<file path="config.mk">
export PLATFORM = sky130hd
export DESIGN_NAME = onewire_slave
export DESIGN_NICKNAME = d
export VERILOG_FILES = /design/src/rtl/onewire_slave_pkg.sv /design/src/rtl/onewire_sync.sv /design/src/rtl/onewire_slave.sv
export SDC_FILE = /design/constraint.sdc
export NUM_CORES = 1
export LEC_CHECK = 0
export ABC_AREA = 0
export BUFFER_PORTS_ARGS = -buffer_cell sky130_fd_sc_hd__buf_4
export CAP_MARGIN = 20
export CORE_MARGIN = 8
export CORE_UTILIZATION = 47
export CTS_CLUSTER_SIZE = 25
export DETAILED_ROUTE_END_ITERATION = 8
export PLACE_DENSITY = 0.66
export SLEW_MARGIN = 20
export SYNTH_ARGS = -nofsm -noshare
export SYNTH_HDL_FRONTEND = slang
export SYNTH_SLANG_ARGS = --single-unit
</file>
<file path="constraint.sdc">
create_clock -name clk -period 4.1 [get_ports clk]
set_input_delay 1.23 -clock clk [delete_from_list [all_inputs] [get_ports clk]]
set_output_delay 1.23 -clock clk [all_outputs]
set_load 0.02 [all_outputs]
</file>
<file path="src/rtl/onewire_slave_pkg.sv">
// Shared definitions for the 1-wire responder: FSM state encoding and
// default bus timing in 32.768 MHz clock cycles.
package onewire_slave_pkg;

  typedef enum logic [2:0] {
    ST_IDLE  = 3'd0,
    ST_SLOT  = 3'd1,
    ST_RESET = 3'd2,
    ST_PDLY  = 3'd3,
    ST_PRES  = 3'd4
  } ow_state_e;

  localparam int unsigned T_SMP_DEF  = 983;    // 30 us
  localparam int unsigned T_RST_DEF  = 13107;  // 400 us
  localparam int unsigned T_PDLY_DEF = 983;    // 30 us
  localparam int unsigned T_PRS_DEF  = 3932;   // 120 us
  localparam int unsigned TW_DEF     = 16;

endpackage

</file>
<file path="src/rtl/onewire_sync.sv">
// Two-flop synchronizer for the raw 1-wire level plus a falling-edge detect
// on the synchronized signal. Flops reset high to match an idle bus.
module onewire_sync (
  input  logic clk,
  input  logic rst_n,
  input  logic async_i,
  output logic sync_o,
  output logic fall_o
);

  logic meta_q;
  logic sync_q;
  logic prev_q;

  always_ff @(posedge clk or negedge rst_n) begin
    if (!rst_n) begin
      meta_q <= 1'b1;
      sync_q <= 1'b1;
      prev_q <= 1'b1;
    end else begin
      meta_q <= async_i;
      sync_q <= meta_q;
      prev_q <= sync_q;
    end
  end

  assign sync_o = sync_q;
  assign fall_o = prev_q & ~sync_q;

endmodule

</file>
<file path="src/rtl/onewire_slave.sv">
// 1-wire bus responder: detects bus resets and answers with presence,
// samples write slots into bytes and pulls the line low for 0-bits of a tx byte.
module onewire_slave
  import onewire_slave_pkg::*;
#(
  parameter int unsigned T_SMP  = T_SMP_DEF,
  parameter int unsigned T_RST  = T_RST_DEF,
  parameter int unsigned T_PDLY = T_PDLY_DEF,
  parameter int unsigned T_PRS  = T_PRS_DEF,
  parameter int unsigned TW     = TW_DEF
) (
  input  logic       clk,
  input  logic       rst_n,
  input  logic       owr_i,
  output logic       owr_e,
  input  logic [7:0] tx_dat,
  input  logic       tx_vld,
  output logic       tx_rdy,
  output logic [7:0] rx_dat,
  output logic       rx_vld,
  output logic       bus_rst,
  output logic [2:0] state_o
);

  localparam logic [TW-1:0] SMP_LAST  = TW'(T_SMP - 1);
  localparam logic [TW-1:0] SMP_DONE  = TW'(T_SMP);
  localparam logic [TW-1:0] RST_LAST  = TW'(T_RST - 1);
  localparam logic [TW-1:0] PDLY_LAST = TW'(T_PDLY - 1);
  localparam logic [TW-1:0] PRS_LAST  = TW'(T_PRS - 1);
  localparam logic [TW-1:0] TMR_MAX   = {TW{1'b1}};

  logic line;
  logic fall;

  onewire_sync u_sync (
    .clk    (clk),
    .rst_n  (rst_n),
    .async_i(owr_i),
    .sync_o (line),
    .fall_o (fall)
  );

  ow_state_e     state_q, state_d;
  logic [TW-1:0] timer_q, timer_d;
  logic          armed_q, armed_d;
  logic [7:0]    txsh_q, txsh_d;
  logic [7:0]    rxsh_q, rxsh_d;
  logic [2:0]    bcnt_q, bcnt_d;
  logic [7:0]    rx_dat_q, rx_dat_d;
  logic          rx_vld_q, rx_vld_d;
  logic          bus_rst_q, bus_rst_d;
  logic          owr_e_q, owr_e_d;
  logic [1:0]    mask_q, mask_d;

  logic       fall_ok;
  logic       xfer;
  logic       sample_now;
  logic       past_sample;
  logic       rst_hit;
  logic       drive_bit;
  logic [7:0] rx_next;

  // tx handshake: a byte moves when tx_vld && tx_rdy are both high at a
  // rising clk edge; tx_dat must be stable while tx_vld is high.
  assign tx_rdy = !armed_q && (bcnt_q == 3'd0) && (state_q == ST_IDLE);
  assign xfer   = tx_vld && tx_rdy;

  // Our own presence pulse comes back through the synchronizer; ignore it.
  assign fall_ok     = fall && (state_q != ST_PRES) && (mask_q == 2'd0);
  assign rst_hit     = (state_q == ST_SLOT) && (timer_q == RST_LAST) && !line;
  assign sample_now  = (state_q == ST_SLOT) && (timer_q == SMP_LAST) && !rst_hit;
  assign past_sample = timer_q >= SMP_DONE;
  assign drive_bit   = xfer ? !tx_dat[0] : (armed_q && !txsh_q[0]);
  assign rx_next     = {line, rxsh_q[7:1]};

  always_ff @(posedge clk or negedge rst_n) begin
    if (!rst_n) begin
      state_q <= ST_IDLE;
    end else begin
      state_q <= state_d;
    end
  end

  always_comb begin
    state_d = state_q;
    case (state_q)
      ST_IDLE:  if (fall_ok) state_d = ST_SLOT;
      ST_SLOT: begin
        if (rst_hit) state_d = ST_RESET;
        else if (past_sample && line) state_d = ST_IDLE;
      end
      ST_RESET: if (line) state_d = ST_PDLY;
      ST_PDLY:  if (timer_q == PDLY_LAST) state_d = ST_PRES;
      ST_PRES:  if (timer_q == PRS_LAST) state_d = ST_IDLE;
      default:  state_d = ST_IDLE;
    endcase
  end

  always_comb begin
    timer_d   = (state_d != state_q) ? '0 :
                (timer_q == TMR_MAX) ? timer_q : timer_q + 1'b1;
    armed_d   = armed_q;
    txsh_d    = txsh_q;
    rxsh_d    = rxsh_q;
    bcnt_d    = bcnt_q;
    rx_dat_d  = rx_dat_q;
    rx_vld_d  = 1'b0;
    bus_rst_d = 1'b0;
    mask_d    = (mask_q != 2'd0) ? mask_q - 2'd1 : 2'd0;

    owr_e_d = 1'b0;
    if (state_d == ST_PRES) begin
      owr_e_d = 1'b1;
    end else if (state_q == ST_IDLE && state_d == ST_SLOT) begin
      owr_e_d = drive_bit;
    end else if (state_q == ST_SLOT && state_d == ST_SLOT && !sample_now) begin
      owr_e_d = owr_e_q;
    end

    if (state_q == ST_PRES && state_d == ST_IDLE) mask_d = 2'd2;

    if (xfer) begin
      txsh_d  = tx_dat;
      armed_d = 1'b1;
    end

    if (sample_now) begin
      rxsh_d = rx_next;
      bcnt_d = bcnt_q + 3'd1;
      if (armed_q) txsh_d = {1'b0, txsh_q[7:1]};
      if (bcnt_q == 3'd7) begin
        rx_dat_d = rx_next;
        rx_vld_d = 1'b1;
        armed_d  = 1'b0;
      end
    end

    // Partial byte is dropped; rx_dat keeps the last complete byte.
    if (rst_hit) begin
      bus_rst_d = 1'b1;
      bcnt_d    = 3'd0;
      rxsh_d    = 8'h00;
      armed_d   = 1'b0;
    end
  end

  always_ff @(posedge clk or negedge rst_n) begin
    if (!rst_n) begin
      timer_q   <= '0;
      armed_q   <= 1'b0;
      txsh_q    <= 8'h00;
      rxsh_q    <= 8'h00;
      bcnt_q    <= 3'd0;
      rx_dat_q  <= 8'h00;
      rx_vld_q  <= 1'b0;
      bus_rst_q <= 1'b0;
      owr_e_q   <= 1'b0;
      mask_q    <= 2'd0;
    end else begin
      timer_q   <= timer_d;
      armed_q   <= armed_d;
      txsh_q    <= txsh_d;
      rxsh_q    <= rxsh_d;
      bcnt_q    <= bcnt_d;
      rx_dat_q  <= rx_dat_d;
      rx_vld_q  <= rx_vld_d;
      bus_rst_q <= bus_rst_d;
      owr_e_q   <= owr_e_d;
      mask_q    <= mask_d;
    end
  end

  assign owr_e   = owr_e_q;
  assign rx_dat  = rx_dat_q;
  assign rx_vld  = rx_vld_q;
  assign bus_rst = bus_rst_q;
  assign state_o = state_q;

endmodule

</file>
* After elaboration in Yosys (flattened, before gate mapping)
Cells that the tools add are included.
** Storage, ports and cells
- Input port bits :: 12
- Output and inout port bits :: 15
- Word-level logic and storage cells :: 92
- Register bits after elaboration :: 55
** Operators by class
- Magnitude comparators :: 1
- Bitwise operators :: 2
- $add $sub $neg :: 3
- Reduce and logical (&&, ||, !) cells :: 28
- Muxes and demuxes :: 29
- Equality and inequality tests :: 15
** Operators with widths (number)
- 8-bit two-way mux :: 5
- 16-bit two-way mux :: 2
- 3-bit two-way mux :: 8
- 16-bit by 1-bit adder with 16-bit output (second input constant) :: 1
- 16-bit by 10-bit equality test with 1-bit output (second input constant) :: 1
- 16-bit by 12-bit equality test with 1-bit output (second input constant) :: 1
- 16-bit by 14-bit equality test with 1-bit output (second input constant) :: 1
- 16-bit equality test (second input constant) :: 1
- 16-bit by 10-bit >= comparator with 1-bit output (second input constant) :: 1
- 1-bit logical AND :: 15
- 3-bit one-hot mux with 5 select lines :: 1
- 1-bit two-way mux :: 11
- 3-bit equality test (second input constant) :: 3
- 3-bit logical NOT :: 3
- 3-bit by 1-bit equality test with 1-bit output (second input constant) :: 2
- 3-bit by 2-bit equality test with 1-bit output (second input constant) :: 2
- 1-bit logical NOT :: 6
- 3-bit != test (second input constant) :: 2
- 2-bit two-way mux :: 2
- 2-bit nonzero test :: 2
- 3-bit by 1-bit adder with 3-bit output (second input constant) :: 1
- 3-bit != test :: 1
- 2-bit logical NOT :: 1
- 2-bit != test (second input constant) :: 1
- other kinds (4) :: 4

* Logic depth before layout (Yosys ltp)
Gate-level depths: netlist of the first run.
- Depth in word-level cells :: 12
- Depth in mapped cells :: 8
- Gate-level depth less buffers :: 7

* Cells and area by module
From an unflattened synthesis of the first run, not the netlist that was laid out.
** Second synthesis, totals
- Cell total of the unflattened synthesis :: 262
- Area, all modules :: 2731.4 µm²
** Modules (own cells, without submodules)
- onewire_slave :: area an instance 2638.8 µm², sequential area each 1276.2 µm², instances 1, cells each 258
- onewire_sync :: area an instance 92.6 µm², sequential area each 78.8 µm², instances 1, cells each 4

* Worst setup path after synthesis of the first run
No wires, ideal clock.
- Path kind :: reg2reg
- Start :: register timer_q[0]
- End :: register rxsh_q[7]
- Path buffers :: 1
- Data arrival time :: 2.386 ns
- Required time :: 3.975 ns
- Cell stages (with the launch flop) :: 9
- Setup slack :: 1.589 ns
- Library setup time :: 0.125 ns
- Clock period less this slack :: 2.511 ns
- Cells stage by stage :: dfrtp_1 inv_1 ha_1 or4b_1 nor4_1 nand2_1 clkbuf_1 nand2_1 mux2_2
** Between the ends
- Longest elaborated chain between the ends :: 6
- Elaborated cells between the ends (all ways) :: 9
- Those cells by class :: eq/ne: 2; mux: 1; reduce/logical: 6
** RTL lines
- start, declared :: line onewire_slave.sv:44 : logic [TW-1:0] timer_q, timer_d;
- start signal, assigned :: line onewire_slave.sv:160 : timer_q <= timer_d;
- 16-bit by 14-bit equality test with 1-bit output :: line onewire_slave.sv:70 : assign rst_hit = (state_q == ST_SLOT) && (timer_q == RST_LAST) && !line;
- 1-bit logical AND (2 in series) :: line onewire_slave.sv:70
- 1-bit logical NOT :: line onewire_slave.sv:71 : assign sample_now = (state_q == ST_SLOT) && (timer_q == SMP_LAST) && !rst_hit;
- 1-bit logical AND :: line onewire_slave.sv:71
- 2-bit nonzero test (no line)
- end signal, assigned :: line onewire_slave.sv:163 : rxsh_q <= rxsh_d;
- end, declared :: line onewire_slave.sv:47 : logic [7:0] rxsh_q, rxsh_d;
Several ways; a longest one is shown, not always the timed one.
A chain may end at the register's enable or synchronous reset.

* Final worst setup path of the first run
- Start :: register timer_q[0]
- End :: register timer_q[14]
** Between the ends
- Longest elaborated chain between the ends :: 7
- Elaborated cells between the ends (all ways) :: 18
- Those cells by class :: add/sub: 1; order compare: 1; eq/ne: 6; mux: 7; reduce/logical: 3
** RTL lines
- 16-bit by 10-bit >= comparator with 1-bit output / 16-bit by 14-bit equality test with 1-bit output (equally long branches) :: line onewire_slave.sv:72, onewire_slave.sv:70
- 1-bit logical AND (on tied branches) :: line onewire_slave.sv:90, onewire_slave.sv:70
- 3-bit two-way mux / 1-bit logical AND (equally long branches) :: line onewire_slave.sv:90, onewire_slave.sv:70
- 3-bit two-way mux :: line onewire_slave.sv:89 : if (rst_hit) state_d = ST_RESET;
- 3-bit one-hot mux with 5 select lines :: line onewire_slave.sv:86 : case (state_q)
- 3-bit != test :: line onewire_slave.sv:100 : timer_d = (state_d != state_q) ? '0 :
- 2-bit != test (no line) / 16-bit two-way mux (equally long branches)
Several ways; a longest one is shown, not always the timed one. The select of a mux whose other input is x is not followed.

==> results of run 1 <==
## worst max-delay path by stage
stage,depth (start not counted),from,slack (ps),end
global route,7,timer_q[0],690,timer_q[2]
finish,7,timer_q[0],1070,timer_q[14]
detailed placement,7,timer_q[0],1090,timer_q[1]
global placement,7,timer_q[0],1160,timer_q[14]
CTS,7,timer_q[0],1070,timer_q[1]
floorplan,8,timer_q[0],1590,rxsh_q[7]
## power by group
part           internal, uW  switching, uW
logic                   106            109
clock network           122            180
registers               608           71.1
total                   837            360
## final cells by class
cell class / count / area (um2)
Fill cell: 510 / 2495
Sequential cell: 54 / 1355
Multi-Input combinational cell: 192 / 1271
Timing Repair Buffer: 27 / 202.7
Tap cell: 72 / 90.09
Clock buffer: 5 / 68.82
Inverter: 9 / 33.78
Clock inverter: 3 / 23.77
## per-stage QoR
step	setup WS, ps	cell area [um2]	util [%]	power, uW
floorplan	1589	2726	-	835.5
global placement	1165	2953	53.30	901.7
detailed placement	1086	2953	53.30	906.0
CTS	1072	3045	54.97	1213
global route	690.2	3045	54.97	1280
finish	1071	3045	54.97	1197
## sequential cells by signal, indices dropped and copies added (netlist names)
signal / cells
state_o: 3
u_sync.meta_q: 1
timer_q: 16
bcnt_q: 3
bus_rst: 1
rx_dat: 8
txsh_q: 8
u_sync.prev_q: 1
armed_q: 1
owr_e: 1
u_sync.sync_o: 1
rxsh_q: 7
rx_vld: 1
mask_q: 2
## metal layers
layer  global-route usage [%]  routed length (um)
met5                        0                   0
met4                    3.624                  24
met3                    3.178                 197
met2                    21.99                2619
met1                    16.74                2492
## cell families after synthesis
logic type | share of synthesized area, %
AND/OR/NAND/NOR | 22.40
buffers and inverters | 3.671
adder cells (fa/ha/maj) | 2.295
flip-flops | 49.70
multiplexers | 7.756
XOR/XNOR | 3.534
AO/OA/AOI/OAI | 10.65
## cell usage in the layout, fill, tap and decap left out, types with 2 or more instances in the layout
| cell type | Yosys | routed |
|---|---|---|
| and2_1 | 7 | 7 |
| nand3_1 | 15 | 15 |
| o2111ai_1 | 2 | 2 |
| o211ai_1 | 4 | 4 |
| nand4_1 | 4 | 4 |
| xor2_1 | 9 | 9 |
| inv_1 | 9 | 9 |
| buf_4 | 0 | 27 |
| ha_1 | 5 | 5 |
| nor3_1 | 17 | 17 |
| and4_1 | 2 | 2 |
| nor3b_1 | 3 | 3 |
| nor4_1 | 3 | 3 |
| clkinvlp_4 | 0 | 2 |
| o21ai_0 | 8 | 8 |
| a21boi_0 | 2 | 2 |
| or4_4 | 2 | 2 |
| clkbuf_8 | 0 | 5 |
| xnor2_1 | 2 | 2 |
| dfstp_2 | 3 | 3 |
| nor2_1 | 14 | 14 |
| or2_2 | 2 | 2 |
| and3_1 | 6 | 6 |
| o31ai_1 | 2 | 2 |
| mux2i_1 | 11 | 11 |
| nor2b_1 | 2 | 2 |
| a21oi_1 | 14 | 14 |
| o22ai_1 | 2 | 2 |
| nand2_1 | 30 | 30 |
| dfrtp_1 | 51 | 51 |
| mux2_2 | 9 | 9 |
## worst reg2reg max path: cells and delay by family, from the launching register on
family	cells	cell delay, ps
buffers and inverters	1	100
and+or+nand+nor	4	1660
DFF	1	410
adders and majority gates	1	150
AOI/OAI and AO/OA	1	580
==> results by group, run 1 <==
Clocking
  – Hold buffer count at CTS: 0
  – CTS root buf: clkbuf_8
  – Total CTS buffers: 5
  – Post-CTS Setup Bufs: 0
  – Htree depth: 2
  – Clock transition at path regs: ~90 ps
  – Resized cells post-CTS: 0
  – Clk Latency, worst-skew pair: 310 ps
  – CTS tree: done
  – CTS Buffer Depth: 2
  – Clock sink count: between 50 and 60

STA
  – Fin crit period: between 3000 and 4000 ps
  – Pins Over Slew Limit: 0
  – Worst-margin pin slew: approximately 650 ps
  – RSZ-0062 raised after global routing: false
  – Hold Vio Cnt, Final: 0
  – Relative slew slack: a little under three fifths
  – Final hold slack: 359.5 ps
  – Max Clock Freq: 330.1 MHz
  – Final TNS setup: 0 ps
  – Crit share post-route: 73.88%
  – Final Setup Violations: 0
  – Clock skew: 13.65 ps

Global routing
  – First-pass GRT wire length: roughly 9500 um
  – Grt total ovfl: 0
  – Via count of the first global-routing pass: between 2k and 2.5k
  – Largest net degree at the start of global routing: 55
  – Total GRT Usage: between 10% and 20%
  – Initial antenna violation count: 0

Logic synthesis
  – Area leader, netlist: dfrtp_1
  – Synth unique cells: 47
  – EDFF count, synth: 0
  – Post-synth top cells: dfrtp_1 (51), nand2_1 (30), nor3_1 (17), nand3_1 (15)
  – Most frequent cell after synthesis: dfrtp_1
  – Syn nets: approximately 280
  – Synth async-reset ratio: 100.0%
  – Mapped Area: between 2000 and 3000 um2
  – Syn_area_per_cell: between 10 and 15 um2
  – Seq/Total Area, Yosys: between 40 and 50%
  – Post-synthesis register bit count: 54
  – Area contributors post-synth: dfrtp_1 (47%), nand2_1 (4.1%), mux2i_1 (4.0%)
  – Ys Warns: 0
  – Post-synth top area share: 46.81%
  – Synth Instances: about 270
  – Main synth FF type: dfrtp_1

Critical path
  – CP delay by family, top: simple AND/OR/NAND/NOR gates
  – CP peak stage delay: about 600 ps
  – R2r endpoint: timer_q[14]
  – Critical path capture point type: flop
  – Worst-path cell chain: inv_1, ha_1, or4b_1, nor4_1, nand2_1, a32oi_4, nor4_1
  – CP startpoint kind: flop
  – Most used cell, CP: nor4_1
  – Critical path required time: approximately 4300 ps
  – Worst flop-to-flop path startpoint: timer_q[0]
  – Reg2reg path depth: 7
  – CP arrival: roughly 3200 ps
  – R2R Setup Slk: roughly 1100 ps
  – CP Buf/Inv Count: 1
  – Crit Path Class: reg -> reg
  – CP max FO: 16
  – Slowest CP cell: nor4_1

Drt
  – WL final: 5333 um
  – Initial DRC Count: between 90 and 100
  – Via Count: a little over 2k
  – DR DRC count: 0
  – Post-DRT Antenna Nets: 0
  – Wire per inst: approximately 15 um
  – Drt first pass iters: 4
  – Vias/cell: between 5 and 6

Cells and area
  – Diode count: 0
  – Layout cell share with drive strength beyond 1: about a fifth
  – # nets final: just over 300
  – P&R area growth vs syn: 11.70%
  – Final non-filler cell total: between 300 and 400

Die
  – Starting density of the core: approximately half
  – Die height: roughly 92 um
  – Site row count: 27
  – Die W: around 92 um
  – I/O pin cnt: 27
  – Core ar.: between 5000 and 6000 um2
  – Die Footprint: about 8500 um2

Hold path
  – WHS Path Cells: 0
  – Hold_sp: u_sync.meta_q
  – Min-Delay Path Class: reg -> reg
  – WHS Endpoint: u_sync.sync_o

Placed design
  – Port Buffers: 26
  – Detail Placement HPWL: 3753 um
  – Dpl cells: 354
  – Gpl congestion: 0.8501

Outcome
  – Outcome: completed

Power
  – Power per cell area: roughly 390 nW/um2
  – Leakage: 0.001440 uW
  – Maximum ir drop on the vdd rail: approximately 220 uV

Run
  – Max Cap Viol: 0
Note: power is estimated with default switching activity, not from simulation.
==> run 2: changes to the inputs <==
==> constraint.sdc (replaced) <==
create_clock -name clk -period 2.8 [get_ports clk]
set_input_delay 0.84 -clock clk [delete_from_list [all_inputs] [get_ports clk]]
set_output_delay 0.84 -clock clk [all_outputs]
set_load 0.02 [all_outputs]
==> run 2 against run 1 <==
  * Cell area rose by 1.8%
  * Largest power group unchanged
  * Worst setup slack got worse by 780 ps
  * Final cell count rose by 1.7%
  * Flip-flop and latch count did not move
  * Critical path depth fell by 1
  * Sequential power rose by 47%
  * Clock skew fell by 3.1 ps
  * Combinational power rose by 47%
==> results by group, run 2 (synthesis gave the netlist of run 1 again) <==
Outcome
  – Outcome: completed

Critical path
  – Slowest CP cell: or4_4
  – R2R Setup Slk: 290 ps (-780 ps)
  – CP arrival: 2700 ps (-500 ps)
  – Worst flop-to-flop path startpoint: timer_q[13]
  – CP startpoint kind: flop
  – R2r endpoint: timer_q[14]
  – CP peak stage delay: 600 ps (about the same)
  – CP max FO: 16 (unchanged)
  – Crit Path Class: reg -> reg
  – Critical path capture point type: flop
  – Worst-path cell chain: or4_4, or2_1, or4_4, a32oi_4, buf_4, nor4_1
  – Most used cell, CP: or4_4
  – Reg2reg path depth: 6 (-1)
  – Worst setup path end: timer_q[14]
  – Critical path required time: 3000 ps (-1270 ps)
  – CP startpoint: timer_q[13]

Cells and area
  – # nets final: 312 (+2.0%)
  – Diode count: 0 (unchanged)
  – Most common cell after layout, fill and taps aside: dfrtp_1
  – Layout cell share with drive strength beyond 1: 20.95% (+2.0 points)
  – Largest register FFs: 16 (unchanged)
  – Biggest register: timer_q
  – Most frequent cells in the layout: dfrtp_1 (51), buf_4 (33), nand2_1 (30)
  – P&R area growth vs syn: 13.72%

Power
  – Seq pwr share: 56.2% (-0.5 points)
  – Comb pwr share: 17.9% (about the same)
  – Clk pwr share: 25.9% (+0.6 points)
  – Sw frac: 30.26% (+0.17 points)
  – Leakage: 0.001481 uW (+2.8%)
  – Psw: 535.4 uW (+49%)
  – Power per cell area: 570.5 nW/um2 (+45%)
  – Maximum ir drop on the vdd rail: 310.3 uV (+39%)
  – Power Internal: 1234 uW (+47%)

Die
  – Die W: 92.16 um (unchanged)
  – Die Footprint: 8493 um2 (unchanged)
  – Site row count: 27 (unchanged)
  – Core ar.: 5540 um2 (unchanged)
  – I/O pin cnt: 27 (unchanged)
  – Starting density of the core: 49.21% (unchanged)
  – Die height: 92.16 um (unchanged)

Clocking
  – Htree depth: 2 (unchanged)
  – CTS Buffer Depth: 2 (unchanged)
  – CTS root buf: clkbuf_8
  – Clock sink count: 54 (unchanged)
  – Clk Latency, worst-skew pair: 310 ps (about the same)
  – Clock transition at path regs: 100 ps (about the same)
  – Total CTS buffers: 5 (unchanged)
  – CTS tree: done
  – Hold buffer count at CTS: 0 (unchanged)

Drt
  – Initial DRC Count: 123 (+34%)
  – DR DRC count: 0 (unchanged)
  – Via Count: 2041 (+1.1%)
  – Post-DRT Antenna Nets: 0 (unchanged)
  – Wire per inst: 14.75 um (+0.12%)
  – Drt first pass iters: 4 (unchanged)
  – Vias/cell: 5.546 (-0.56%)
  – WL final: 5428 um (+1.8%)

Global routing
  – Via count of the first global-routing pass: 2055 (+2.2%)
  – First-pass GRT wire length: 9722 um (+2.5%)
  – Largest net degree at the start of global routing: 55 (unchanged)
  – Grt total ovfl: 0 (unchanged)
  – Initial antenna violation count: 0 (unchanged)
  – Total GRT Usage: 13.63% (+0.39 points)

STA
  – Final WS setup: 293.5 ps (-777.4 ps)
  – Hold Vio Cnt, Final: 0 (unchanged)
  – Worst-margin pin slew: 655.0 ps (+8.158 ps)
  – Final Setup Violations: 0 (unchanged)
  – Final TNS setup: 0 ps (unchanged)
  – Max Clock Freq: 399.0 MHz (+21%)
  – RSZ-0062 raised after global routing: false
  – Relative slew slack: 56.34% (-0.54 points)
  – Clock skew: 10.55 ps (-3.093 ps)
  – Crit share post-route: 89.52% (+16 points)
  – Fin crit period: 2506 ps (-522.6 ps)
  – Pins Over Slew Limit: 0 (unchanged)

Placed design
  – Port Buffers: 26 (unchanged)
  – Detail Placement HPWL: 3801 um (+1.3%)
  – Worst slack, placed: 197.6 ps (-888.8 ps)
  – Gpl congestion: 0.8314 (-2.2%)

Hold path
  – Min-Delay Path Class: reg -> reg

Run
  – Max Cap Viol: 0 (unchanged)
## run 2: changes by cell type in the layout (fill, tap and decap cells not counted)
cell	change
inv_8	+1
clkinv_4	+2
buf_4	+6
inv_6	-1
nand3_2	+1
nand3_1	-1
clkinvlp_4	-2
## run 2: how the worst min path moves through the flow
stage                     depth (start not counted)  slack, ps            end     startpoint
final                                             0        360  u_sync.sync_o  u_sync.meta_q
after global routing                              0        370  u_sync.sync_o  u_sync.meta_q
after CTS                                         0        360  u_sync.sync_o  u_sync.meta_q
after detailed placement                          0        350  u_sync.sync_o  u_sync.meta_q
after global placement                            0        350  u_sync.sync_o  u_sync.meta_q
after floorplan                                   0        350  u_sync.sync_o  u_sync.meta_q
## run 2: worst max-delay path: cells and delay by family (launching register included)
| kind | cells | cell delay, ps |
|---|---|---|
| AND/OR/NAND/NOR | 4 | 1490 |
| flip-flops | 1 | 480 |
| buffers and inverters | 1 | 250 |
| AO/OA/AOI/OAI | 1 | 190 |
## run 2: stage by stage
step	area, um2	std cells	hold WS [ps]	utilization, %	total power (uW)
after floorplan	2726	267	345.2	-	1223
after global placement	2983	358	346.0	53.84	1317
after detailed placement	2983	358	347.6	53.84	1330
after CTS	3080	366	362.7	55.60	1797
after global routing	3100	368	370.7	55.96	1881
final	3100	368	360.1	55.96	1769
## run 2: what timing repair did
action,CTS,global route
gates resized for setup,0,1
setup endpoints to repair,0,15
setup buffers,0,2
## run 2: power by group through the flow
stage	clock (uW)	sequential [uW]	combinational, uW
after floorplan	0	984	239
after global placement	0	1010	312
after detailed placement	0	1010	320
after CTS	482	995	321
after global routing	508	1010	361
final	458	995	316
## run 2: cell type report
type                    count  area, um2
clock inverters             3      28.78
fillers                   514       2440
multi-input cells         192       1276
repair buffers             33      247.7
clock buffers               5      68.82
flip-flops and latches     54       1355
inverters                   9      33.78
well taps                  72      90.09
## run 2: layer usage
metal | up-vias | wire, um | global-route usage [%]
li1 | 1019 | - | -
met1 | 979 | 2510 | 16.89
met2 | 37 | 2602 | 22.59
met3 | 6 | 245 | 3.341
met4 | 0 | 69 | 4.698
met5 | - | 0 | 0
==> run 3: changes to the inputs <==
--- a/config.mk
+++ b/config.mk
@@ -8,6 +8,7 @@
 export ABC_AREA = 0
 export BUFFER_PORTS_ARGS = -buffer_cell sky130_fd_sc_hd__buf_4
 export CAP_MARGIN = 20
+export CORE_ASPECT_RATIO = 0.75
 export CORE_MARGIN = 8
 export CORE_UTILIZATION = 47
 export CTS_CLUSTER_SIZE = 25
==> run 3 against run 2 <==
  * Final cell count up 2.7%
  * Flip-flop and latch count unchanged
  * Register-to-register slack hardly changed
  * Utilization down 1.2 points
  * Largest cell class unchanged
  * Count of clock-buffer cells in the layout did not move
==> results by group, run 3 (synthesis gave the netlist of run 1 again) <==
Placed design
  – Gpl congestion: 0.8988 (+8.1%)
  – Worst slack, placed: 153.2 ps (-44.44 ps)
  – Dpl cells: 367 (+2.5%)
  – Detail Placement HPWL: 3929 um (+3.4%)
  – Port Buffers: 26 (unchanged)

Drt
  – Post-DRT Antenna Nets: 0 (unchanged)
  – Vias/cell: 5.429 (-2.1%)
  – DR DRC count: 0 (unchanged)
  – WL final: 5566 um (+2.5%)
  – Initial DRC Count: 159 (+29%)
  – Drt first pass iters: 4 (unchanged)
  – Wire per inst: 14.72 um (-0.17%)
  – Via Count: 2052 (+0.54%)

Power
  – Leakage: 0.001494 uW (+0.88%)
  – Power per cell area: 559.1 nW/um2 (-2.0%)
  – Maximum ir drop on the vdd rail: 233.3 uV (-25%)
  – Power Internal: 1224 uW (-0.80%)
  – Seq pwr share: 57.0% (+0.8 points)
  – Comb pwr share: 18.3% (+0.4 points)
  – Psw: 523.6 uW (-2.2%)
  – Tot Pwr: 1747 uW (-1.2%)
  – Sw frac: 29.97% (-0.30 points)
  – Clk pwr share: 24.6% (-1.3 points)

STA
  – Pins Over Slew Limit: 0 (unchanged)
  – RSZ-0062 raised after global routing: false
  – Relative slew slack: 55.93% (-0.40 points)
  – Worst-margin pin slew: 661.0 ps (+6.060 ps)
  – Fin crit period: 2515 ps (+8.908 ps)
  – Clock skew: 8.526 ps (-2.027 ps)
  – Final Setup Violations: 0 (unchanged)
  – Hold Vio Cnt, Final: 0 (unchanged)
  – Crit share post-route: 89.83% (+0.32 points)
  – Max Clock Freq: 397.6 MHz (-0.35%)
  – Final TNS setup: 0 ps (unchanged)
  – Final WS setup: 284.6 ps (-8.908 ps)

Cells and area
  – Final non-filler cell total: 378 (+2.7%)
  – Diode count: 0 (unchanged)
  – # nets final: 316 (+1.3%)
  – Biggest register: timer_q
  – Layout cell share with drive strength beyond 1: 21.67% (+0.72 points)
  – P&R area growth vs syn: 14.64%
  – Most common cell after layout, fill and taps aside: dfrtp_1
  – Final Util: 54.78% (-1.2 points)
  – Most frequent cells in the layout: dfrtp_1 (51), buf_4 (37), nand2_1 (30)
  – Largest register FFs: 16 (unchanged)

Critical path
  – CP delay by family, top: simple AND/OR/NAND/NOR gates
  – CP startpoint kind: flop
  – Critical path required time: 2990 ps (about the same)
  – Slowest CP cell: or4b_1
  – Most used cell, CP: buf_4
  – Crit Path Class: reg -> reg
  – CP Buf/Inv Count: 3 (+2)
  – CP max FO: 16 (unchanged)
  – CP peak stage delay: 500 ps (-100 ps)
  – Worst-path cell chain: inv_1, ha_1, or4b_1, nor4_1, buf_4, nand2_1, a32oi_4, buf_4, nor3_1
  – Critical path capture point type: flop
  – CP arrival: 2700 ps (about the same)

Clocking
  – Resized cells post-CTS: 0 (unchanged)
  – Clock sink count: 54 (unchanged)
  – Total CTS buffers: 5 (unchanged)
  – CTS tree: done
  – CTS Buffer Depth: 2 (unchanged)
  – CTS root buf: clkbuf_8
  – Clk Latency, worst-skew pair: 310 ps (about the same)
  – Clock transition at path regs: 90 ps (about the same)
  – Htree depth: 2 (unchanged)

Run
  – Max Cap Viol: 0 (unchanged)

Die
  – Core ar.: 5705 um2 (+3.0%)
  – Die Footprint: 8519 um2 (+0.30%)
  – I/O pin cnt: 27 (unchanged)
  – Die W: 103.9 um (+13%)
  – Starting density of the core: 47.79% (-1.4 points)
  – Die height: 81.96 um (-11%)
  – Site row count: 24 (-11%)

Global routing
  – Total GRT Usage: 13.81% (+0.18 points)
  – Initial antenna violation count: 0 (unchanged)
  – Grt total ovfl: 0 (unchanged)
  – Largest net degree at the start of global routing: 55 (unchanged)
  – Via count of the first global-routing pass: 1989 (-3.2%)
  – First-pass GRT wire length: 9604 um (-1.2%)

Hold path
  – Min-Delay Path Class: reg -> reg

Outcome
  – Outcome: completed
-- run 3: timing repair --
action,CTS,global route
hold buffers,0,0
setup buffers,0,3
endpoints found under the setup margin,0,8
-- run 3: worst paths after layout --
| path | cells past startpoint | to | from | slack [ps] |
|---|---|---|---|---|
| max | 9 | timer_q[10] | timer_q[0] | 280 |
| max reg2reg | 9 | timer_q[10] | timer_q[0] | 280 |
| max in group asynchronous | 1 | timer_q[14] | rst_n | 1800 |
| min | 0 | u_sync.sync_o | u_sync.meta_q | 360 |
| min reg2reg | 0 | u_sync.sync_o | u_sync.meta_q | 360 |
| min in group asynchronous | 1 | timer_q[15] | rst_n | 550 |
-- run 3: layout make-up --
cell class	count	area, um2
sequential	54	1355
fill	510	2580
timing repair buffer	37	277.8
multi-input combinational	192	1271
clock buffer	5	68.82
inverter	9	33.78
clock inverter	3	21.27
tap	78	97.59
-- run 3: through the flow --
stage / hold WS, ps / cell area, um2
floorplan: 345.2 / 2726
global placement: 346.4 / 3013
detailed placement: 348.1 / 3013
CTS: 362.4 / 3103
global route: 366.7 / 3126
finish: 360.0 / 3126
-- run 3: per-layer routing --
| metal | GRT usage (%) | share of wire (%) |
|---|---|---|
| met1 | 19.20 | 52 |
| met2 | 20.56 | 43 |
| met3 | 3.056 | 4.4 |
| met4 | 5.755 | 1.2 |
| met5 | 0 | 0 |
-- run 3: power by group through the flow --
stage / clock, uW / combinational [uW] / sequential, uW
2_1_floorplan: 0 / 239 / 984
3_3_place_gp: 0 / 317 / 1010
5_1_grt: 487 / 376 / 1010
4_1_cts: 453 / 324 / 995
6_report: 430 / 321 / 996
3_5_place_dp: 0 / 325 / 1010
